### config.mk
export PLATFORM = sky130hd
export DESIGN_NAME = texel_fetch
export DESIGN_NICKNAME = d
export VERILOG_FILES = /design/src/rtl/texel_fetch.sv
export SDC_FILE = /design/constraint.sdc
export NUM_CORES = 1
export LEC_CHECK = 0
export CORE_MARGIN = 5
export CORE_UTILIZATION = 40
export CTS_BUF_LIST = sky130_fd_sc_hd__clkbuf_4 sky130_fd_sc_hd__clkbuf_8
export CTS_CLUSTER_SIZE = 30
export DETAILED_ROUTE_END_ITERATION = 10
export DONT_BUFFER_PORTS = 1
export PLACE_DENSITY = 0.56
export SKIP_LAST_GASP = 1
export SYNTH_ARGS = -nofsm -noshare
export SYNTH_HDL_FRONTEND = slang
export SYNTH_SLANG_ARGS = --single-unit
### constraint.sdc
create_clock -name clk -period 4.81 [get_ports clk]
set_input_delay 1.2025 -clock clk [delete_from_list [all_inputs] [get_ports clk]]
set_output_delay 1.2025 -clock clk [all_outputs]
set_load 0.05 [all_outputs]
### src/rtl/texel_fetch.sv
// Texel fetch: one texture read per pixel plus a CLUT read for 4/8-bit formats, one outstanding read.
// Zero-wait latency 2*reads+1 cycles; no new pair is accepted until the result is taken on i_texReady.
module texel_fetch (
  input  logic        clk,
  input  logic        i_nrst,
  input  logic        i_req,
  output logic        o_reqReady,
  input  logic [18:0] i_texAdrL,
  input  logic [18:0] i_texAdrR,
  input  logic [1:0]  i_subUL,
  input  logic [1:0]  i_subUR,
  input  logic [1:0]  i_format,
  input  logic        i_enR,
  input  logic [5:0]  i_clutX,
  input  logic [8:0]  i_clutY,
  output logic        o_memReq,
  output logic [18:0] o_memAdr,
  input  logic        i_memAck,
  input  logic        i_memValid,
  input  logic [15:0] i_memData,
  output logic        o_texValid,
  input  logic        i_texReady,
  output logic [15:0] o_texL,
  output logic [15:0] o_texR
);

  typedef enum logic [2:0] {IDLE, RD_TEX, WT_TEX, RD_CLUT, WT_CLUT, OUT} state_t;

  state_t      state;
  state_t      nxt;
  state_t      fin_nxt;

  logic [18:0] adr_l;
  logic [18:0] adr_r;
  logic [1:0]  sub_l;
  logic [1:0]  sub_r;
  logic [1:0]  fmt;
  logic        en_r;
  logic [5:0]  clut_x;
  logic [8:0]  clut_y;
  logic        side;
  logic [15:0] tex_word;

  logic        use_clut;
  logic        shared;
  logic        pix_done;
  logic        go_r;
  logic [15:0] cur_word;
  logic [1:0]  cur_sub;
  logic [7:0]  cur_idx;
  logic [9:0]  clut_col;
  logic [18:0] clut_adr;

  logic        req_d;
  logic [18:0] adr_d;
  logic        ready_d;
  logic        valid_d;

  function automatic logic [7:0] tex_index(input logic [15:0] w, input logic [1:0] s,
                                           input logic [1:0] f);
    logic [15:0] sh;
    logic [7:0]  r;
    sh = w >> {s, 2'b00};
    if (f == 2'd0) r = {4'd0, sh[3:0]};
    else           r = s[0] ? w[15:8] : w[7:0];
    return r;
  endfunction

  assign use_clut = ~fmt[1];
  assign shared   = (adr_r == adr_l);
  assign pix_done = i_memValid && ((state == WT_TEX && !use_clut) || state == WT_CLUT);
  assign go_r     = pix_done && !side && en_r;

  // The half-word being decoded is live data on the texture response, else the latched copy
  // (the R pixel reusing the L half-word).
  assign cur_word = (state == WT_TEX) ? i_memData : tex_word;
  assign cur_sub  = (go_r || side) ? sub_r : sub_l;
  assign cur_idx  = tex_index(cur_word, cur_sub, fmt);
  assign clut_col = {clut_x, 4'b0000} + {2'b00, cur_idx};
  assign clut_adr = {clut_y, clut_col};

  always_ff @(posedge clk or negedge i_nrst) begin
    if (!i_nrst) state <= IDLE;
    else         state <= nxt;
  end

  always_comb begin
    fin_nxt = OUT;
    if (!side && en_r) begin
      if (!shared)       fin_nxt = RD_TEX;
      else if (use_clut) fin_nxt = RD_CLUT;
      else               fin_nxt = OUT;
    end
  end

  always_comb begin
    nxt = state;
    case (state)
      IDLE:    if (i_req)      nxt = RD_TEX;
      RD_TEX:  if (i_memAck)   nxt = WT_TEX;
      WT_TEX:  if (i_memValid) nxt = use_clut ? RD_CLUT : fin_nxt;
      RD_CLUT: if (i_memAck)   nxt = WT_CLUT;
      WT_CLUT: if (i_memValid) nxt = fin_nxt;
      OUT:     if (i_texReady) nxt = IDLE;
      default: nxt = IDLE;
    endcase
  end

  // Outputs are registered from the next state so they line up with the state they describe.
  always_comb begin
    req_d   = (nxt == RD_TEX) || (nxt == RD_CLUT);
    ready_d = (nxt == IDLE);
    valid_d = (nxt == OUT);
    adr_d   = o_memAdr;
    if (state == IDLE && nxt == RD_TEX)        adr_d = i_texAdrL;
    else if (nxt == RD_TEX && state != RD_TEX)   adr_d = adr_r;
    else if (nxt == RD_CLUT && state != RD_CLUT) adr_d = clut_adr;
  end

  always_ff @(posedge clk or negedge i_nrst) begin
    if (!i_nrst) begin
      o_memReq   <= 1'b0;
      o_memAdr   <= '0;
      o_reqReady <= 1'b1;
      o_texValid <= 1'b0;
    end else begin
      o_memReq   <= req_d;
      o_memAdr   <= adr_d;
      o_reqReady <= ready_d;
      o_texValid <= valid_d;
    end
  end

  always_ff @(posedge clk or negedge i_nrst) begin
    if (!i_nrst) begin
      adr_l    <= '0;
      adr_r    <= '0;
      sub_l    <= '0;
      sub_r    <= '0;
      fmt      <= '0;
      en_r     <= 1'b0;
      clut_x   <= '0;
      clut_y   <= '0;
      side     <= 1'b0;
      tex_word <= '0;
      o_texL   <= '0;
      o_texR   <= '0;
    end else begin
      if (state == IDLE && i_req) begin
        adr_l  <= i_texAdrL;
        adr_r  <= i_texAdrR;
        sub_l  <= i_subUL;
        sub_r  <= i_subUR;
        fmt    <= i_format;
        en_r   <= i_enR;
        clut_x <= i_clutX;
        clut_y <= i_clutY;
        side   <= 1'b0;
        o_texR <= '0;
      end
      if (state == WT_TEX && i_memValid) tex_word <= i_memData;
      if (go_r) side <= 1'b1;
      if (pix_done) begin
        if (side) o_texR <= i_memData;
        else      o_texL <= i_memData;
        // 16-bit R pixel sharing the L half-word is complete in the same cycle.
        if (go_r && shared && !use_clut) o_texR <= i_memData;
      end
    end
  end

endmodule

==> key figures, run 1 <==
Run status
  • Status: complete, no violations

Setup path
  • Worst reg2reg startpoint: state[2]
  • Crit path max-delay cell type: dfrtp_1
  • Critical path type: register to register
  • Worst Path Max Fanout: 13
  • R2R setup slack: 1.06 ns
  • Buf+Inv Stages, Crit Path: 0
  • Register-to-Register Path Depth: 13
  • Worst Setup Start Kind: register
  • Most frequent CP cell: o211a_1
  • Setup crit end kind: register
  • Top Family by Delay on Critical Path: compound AO/OA/AOI/OAI gates
  • Critical path required time: 5.17 ns
  • CP peak stage delay: 0.58 ns
  • CP cell instances: and3b_1 > o211a_1 > o211a_1 > and3_1 > a311oi_1 > ha_1 > a21o_1 > a21oi_1 > nor2b_1 > o21ai_0 > xor2_1 > mux2_4 > a31oi_2
  • Worst EP arrival: 4.11 ns
  • R2r endpoint: o_memAdr[9]

Floorplan
  • Initial Util: 40.9%
  • Io pins: 136
  • Die area: 18900 um^2
  • Site row count: 46
  • Die Span Y: 137 um
  • Core area: 15900 um^2
  • Die Wd: 137 um

Synth
  • Synth Instances: 672
  • Ys async rst share: 100%
  • Synth cell types: 60
  • Mapped Nets: 759
  • Sequential element share of the synthesized area: 51.7%
  • Synth Flop Type: dfrtp_1
  • Syn avg cell area: 9.66 um^2
  • Ys Warns: 0
  • EDFF count, synth: 0
  • Flops & latches, synth: 134
  • Syn Std Cell Area: 6490 um^2

Detailed routing
  • Initial drt markers: 268
  • Routed len/inst: 18.2 um
  • Vias: 4601
  • Drt pass-1 iters: 6
  • Final ANT Viol Nets: 0
  • DRC viols: 0
  • DR vias/cell: 5.17
  • Post-Route WL: 16.2 mm

Layout
  • Layout net count: 748
  • Layout cell share with drive strength beyond 1: 14.5%
  • Post-route insts no fill: 890
  • Commonest non-fill, non-tap cells in the layout: nand2_1 (266), dfrtp_1 (133), mux2_2 (32)
  • Ant diodes: 0
  • Commonest non-fill, non-tap cell in the layout: nand2_1
  • Area Growth Syn to Fin: 8.71%
  • Layout fillers: 1583
  • Final instance area: 7060 um^2

CTS
  • Reg clk slew, reported paths: 0.07 ns
  • Clk Tree Root Cell: clkbuf_8
  • CTS Buffer Depth: 2
  • TritonCTS Buffers: 17
  • Post-CTS setup buffers: 0
  • H-tree Lvls: 4
  • TritonCTS Sinks: 134
  • Worst-Skew Late Latency: 0.44 ns
  • Post-CTS sizing: 0
  • Clock tree from TritonCTS: yes
  • Hold-fix buffers at CTS: 0

Global route
  • Vias in the first global route: 4780
  • First-pass GRT wire length: 26.0 mm
  • Initial antenna violation count: 0
  • Largest net degree at the start of global routing: 135
  • GRT Util Overall: 18.0%
  • Total gr overflow: 0

Pwr
  • Pwr dens: 840 nW/um^2
  • Total power: 0.00592 W
  • LEAKAGE: 3.34 nW
  • Peak VDD IR: 0.355 mV

Placement
  • Area after DPL: 6640 um^2
  • Placed cell count: 858
  • Buffers added on ports: 0
  • GP Congestion: 0.875
  • DP HPWL: 11.4 mm
  • Place WS: 0.595 ns

Timing
  • Setup TNS: 0 ns
  • Final Max Slew Viols: 0
  • RSZ-0062 raised after global routing: no
  • Min Tclk post-route: 3.75 ns
  • Setup ws final: 1.06 ns
  • Worst Tran Pin Value: 1.03 ns
  • FMAX: 267 MHz
  • Worst slew margin: 31.2%
  • Final Cycle Share: 78.0%
  • Count of final setup violators: 0
  • Final hold vios: 0
  • Layout Skew: 0.0133 ns

Flow run
  • Maxcap violations: 0

Hold path
  • Worst hold path type: input pin to async pin
## per-layer routing
metal  track usage [%]  vias up  routed length [um]
met5                 0        -                   0
met4              5.54        0                 253
met3              5.66       18                1180
met2              28.5      133                7530
met1              23.6     2230                7190
li1                  -     2220                   -
## cell usage after synthesis, drive strengths merged (2+ instances only)
cell	count	area share [%]
mux2i	18	2.8
nor3b	3	0.50
o2111ai	2	0.27
nor3	9	0.87
xor2	21	2.8
ha	4	0.77
dfrtp	133	51
nor2b	5	0.48
xnor2	3	0.40
o211ai	15	2.5
a311oi	3	0.40
buf	17	1.6
clkbuf	19	1.1
inv	2	0.12
mux2	34	6.0
nand4	2	0.19
nand2	266	15
nor4	4	0.39
nand3	4	0.31
or3	6	0.58
a21o	2	0.23
a31oi	8	0.87
nor2	15	0.87
mux4	3	1.0
o211a	3	0.58
o22ai	3	0.29
nand3b	2	0.23
nand2b	6	0.69
and3	3	0.29
and2	8	0.77
a21oi	13	1.0
o21ai	21	1.7
## power breakdown
part	internal [W]	switching [W]
Combinational	0.000993	0.00129
Sequential	0.00163	0.00104
Clock	0.000524	0.000450
Total	0.00315	0.00278
## worst reg2reg max path: stages, from the launching register on
cell and delay (ns):
dfrtp_1 0.58, and3b_1 0.27, o211a_1 0.28, o211a_1 0.38, and3_1 0.20, a311oi_1 0.44
ha_1 0.33, a21o_1 0.17, a21oi_1 0.21, nor2b_1 0.07, o21ai_0 0.21, xor2_1 0.10
mux2_4 0.28, a31oi_2 0.16
## sequential cells by signal (all words and copies together) (netlist names)
signal and cells:
o_texR 16, clut_y 9, o_memAdr 19, tex_word 16, sub_r 2, sub_l 2
side 1, adr_l 19, o_reqReady 1, o_texValid 1, o_texL 16, adr_r 19
o_memReq 1, clut_x 6, state 3, en_r 1, fmt 2
## cell families (layout without fill, tap and decap cells)
kind of cell | count (synthesis) | after routing | share of synthesized area (%)
AND/OR/NAND/NOR | 339 | 339 | 22.5
flip-flops | 134 | 134 | 51.7
AO/OA/AOI/OAI | 77 | 77 | 8.85
multiplexers | 55 | 55 | 9.77
buffers and inverters | 38 | 40 | 2.83
XOR/XNOR | 24 | 24 | 3.24
adder cells (fa/ha/maj) | 5 | 5 | 1.08
## worst max-delay path by stage
stage | from | endpoint | slack, ns | cells past startpoint
after floorplan | i_memValid | o_memAdr[9] | 0.93 | 14
after global placement | i_memValid | o_memAdr[9] | 0.73 | 13
after detailed placement | i_memValid | o_memAdr[9] | 0.60 | 13
after CTS | state[2] | o_memAdr[9] | 1.05 | 13
after global routing | state[2] | o_memAdr[9] | 0.67 | 13
final | state[2] | o_memAdr[9] | 1.06 | 13
## stage by stage
step,hold slack [ns],util (%)
2_1_floorplan,0.445,-
3_3_place_gp,0.457,41.8
3_5_place_dp,0.462,41.8
4_1_cts,0.414,44.4
5_1_grt,0.413,44.4
6_report,0.456,44.4
## final cells by class
class,instances,area (um^2),area share [%]
tap,216,270,3.83
timing repair buffer,6,45.0,0.638
clock inverter,10,119,1.68
inverter,2,7.51,0.106
sequential,134,3350,47.5
clock buffer,22,297,4.20
multi-input combinational,500,2960,42.0
No activity file was read; power rests on OpenSTA's default activity.
==> run 2, diff against run 1 <==
==> constraint.sdc (replaced) <==
create_clock -name clk -period 3.7 [get_ports clk]
set_input_delay 0.925 -clock clk [delete_from_list [all_inputs] [get_ports clk]]
set_output_delay 0.925 -clock clk [all_outputs]
set_load 0.05 [all_outputs]
==> key figures, run 2 (synthesized netlist as in run 1, its figures left out) <==
Run status
  • Status: complete, no violations

CTS
  • Reg clk slew, reported paths: 0.08 ns (about the same)
  • TritonCTS Sinks: 134 (unchanged)
  • Post-CTS sizing: 0 (unchanged)
  • Post-CTS setup buffers: 0 (unchanged)
  • Clk Tree Root Cell: clkbuf_8
  • Worst-Skew Late Latency: 0.44 ns (about the same)
  • H-tree Lvls: 4 (unchanged)
  • Clock tree from TritonCTS: yes
  • Hold-fix buffers at CTS: 0 (unchanged)
  • TritonCTS Buffers: 17 (unchanged)
  • CTS Buffer Depth: 2 (unchanged)

Detailed routing
  • Post-Route WL: 16.3 mm (+0.95%)
  • DRC viols: 0 (unchanged)
  • DR vias/cell: 5.12 (-0.96%)
  • Routed len/inst: 18.2 um (about the same)
  • Drt pass-1 iters: 7 (+1)
  • Final ANT Viol Nets: 0 (unchanged)
  • Vias: 4598 (-0.065%)
  • Initial drt markers: 363 (+35%)

Global route
  • GRT Util Overall: 17.9% (-0.074 points)
  • Vias in the first global route: 4749 (-0.65%)
  • Total gr overflow: 0 (unchanged)
  • Initial antenna violation count: 0 (unchanged)
  • First-pass GRT wire length: 25.9 mm (-0.35%)
  • Largest net degree at the start of global routing: 135 (unchanged)

Layout
  • Commonest non-fill, non-tap cells in the layout: nand2_1 (266), dfrtp_1 (133), mux2_2 (32)
  • Area Growth Syn to Fin: 11.1%
  • Commonest non-fill, non-tap cell in the layout: nand2_1
  • Reg area: 3350 um^2 (unchanged)
  • Area occupied by multi-input gates: 2960 um^2 (unchanged)
  • Largest registers: adr_l (19), adr_r (19), o_memAdr (19)
  • Layout net count: 756 (+1.1%)
  • Layout fillers: 1572 (-0.69%)
  • Ant diodes: 0 (unchanged)
  • Layout cell share with drive strength beyond 1: 15.5% (+1.0 points)

Pwr
  • Comb pwr share: 38.1% (-0.4 points)
  • Sw frac: 45.1% (-1.8 points)
  • Total power: 0.00802 W (+35%)
  • Part of the power in registers: 43.3% (-1.7 points)
  • Peak VDD IR: 0.378 mV (+6.4%)
  • Clock power share: 18.7% (+2.3 points)
  • Pwr dens: 1110 nW/um^2 (+33%)
  • LEAKAGE: 3.42 nW (+2.5%)
  • Psw: 0.00362 W (+30%)
  • P_int: 0.00440 W (+40%)

Setup path
  • Worst Setup Start Kind: register
  • CP cell instances: and3b_1 > o211a_1 > o211a_1 > and3_1 > a311oi_1 > ha_1 > a21o_1 > a21oi_1 > nor2b_1 > o21ai_0 > xor2_1 > mux2_4 > a31oi_2
  • Buf+Inv Stages, Crit Path: 0 (unchanged)
  • Worst reg2reg startpoint: state[2]
  • Worst EP arrival: 3.78 ns (-0.33 ns)
  • Critical path type: register to register
  • CP peak stage delay: 0.58 ns (about the same)
  • Top Family by Delay on Critical Path: compound AO/OA/AOI/OAI gates
  • Most frequent CP cell: o211a_1
  • Setup crit end kind: register
  • Worst setup startpoint: state[2]
  • Critical path required time: 4.05 ns (-1.12 ns)
  • Worst Path Max Fanout: 13 (unchanged)
  • Crit path max-delay cell type: dfrtp_1

Timing
  • Min Tclk post-route: 3.43 ns (-0.322 ns)
  • Final Max Slew Viols: 0 (unchanged)
  • Final hold vios: 0 (unchanged)
  • Final Cycle Share: 92.7% (+15 points)
  • Worst Tran Pin Value: 0.795 ns (-0.236 ns)
  • Hold Slack: 0.183 ns (-0.274 ns)
  • Worst slew margin: 47.0% (+16 points)
  • Count of final setup violators: 0 (unchanged)
  • RSZ-0062 raised after global routing: no
  • Setup ws final: 0.270 ns (-0.788 ns)
  • Setup TNS: 0 ns (unchanged)
  • Layout Skew: 0.0118 ns (-0.00144 ns)
  • FMAX: 292 MHz (+9.4%)

Placement
  • Place WS: 0.102 ns (-0.493 ns)
  • GP Congestion: 0.867 (-0.87%)
  • Buffers added on ports: 0 (unchanged)
  • DP HPWL: 11.7 mm (+2.8%)

Floorplan
  • Die Wd: 137 um (unchanged)
  • Site row count: 46 (unchanged)
  • Io pins: 136 (unchanged)
  • Die area: 18900 um^2 (unchanged)
  • Core area: 15900 um^2 (unchanged)
  • Die Span Y: 137 um (unchanged)
  • Initial Util: 40.9% (unchanged)

Flow run
  • Maxcap violations: 0 (unchanged)

Hold path
  • Worst hold path type: input pin to async pin
[run 2: worst paths after layout]
check | to | slack [ns] | cells after the start
hold / removal | o_texValid | 0.18 | 0
min in group clk | clut_y[0] | 0.48 | 2
setup reg to reg | o_memAdr[9] | 0.27 | 13
setup / recovery | o_memAdr[9] | 0.27 | 13
max in group asynchronous | o_reqReady | 3.34 | 0
hold reg to reg | clut_y[0] | 0.48 | 2
[run 2: cell type report]
cell class              instances  area share (%)
well taps                     216            3.75
flip-flops and latches        134            46.5
inverters                       2           0.104
clock buffers                  21            3.84
multi-input cells             500            41.1
clock inverters                11            3.04
repair buffers                 14            1.63
[run 2: per-stage QoR]
stage	cell area (um^2)	std cells	utilization, %
detailed placement	6710	866	42.3
global route	7210	898	45.4
CTS	7210	898	45.4
global placement	6710	866	42.3
floorplan	6490	672	-
finish	7210	898	45.4
[run 2: power by group through the flow]
| stage | registers (W) | clock network [W] | logic [W] |
|---|---|---|---|
| after floorplan | 0.00328 | 0 | 0.00249 |
| after global placement | 0.00349 | 0 | 0.00302 |
| after detailed placement | 0.00350 | 0 | 0.00307 |
| after CTS | 0.00348 | 0.00154 | 0.00309 |
| after global routing | 0.00357 | 0.00160 | 0.00342 |
| final | 0.00347 | 0.00150 | 0.00305 |
[run 2: routing by layer]
layer	share of wire, %	GRT usage, %	wire [um]	up-vias
met5	0	0	0	-
li1	-	-	-	2248
met3	6.9	6.06	1120	11
met2	46	27.2	7540	120
met4	0.99	5.04	161	0
met1	46	24.4	7480	2219
==> run 3, diff against run 2 <==
--- a/config.mk
+++ b/config.mk
@@ -12,6 +12,7 @@
 export DETAILED_ROUTE_END_ITERATION = 10
 export DONT_BUFFER_PORTS = 1
 export PLACE_DENSITY = 0.56
+export RECOVER_POWER = 25
 export SKIP_LAST_GASP = 1
 export SYNTH_ARGS = -nofsm -noshare
 export SYNTH_HDL_FRONTEND = slang
==> results of run 3 <==
Same layout as run 2: the final DEF is identical, and so are final timing and power.
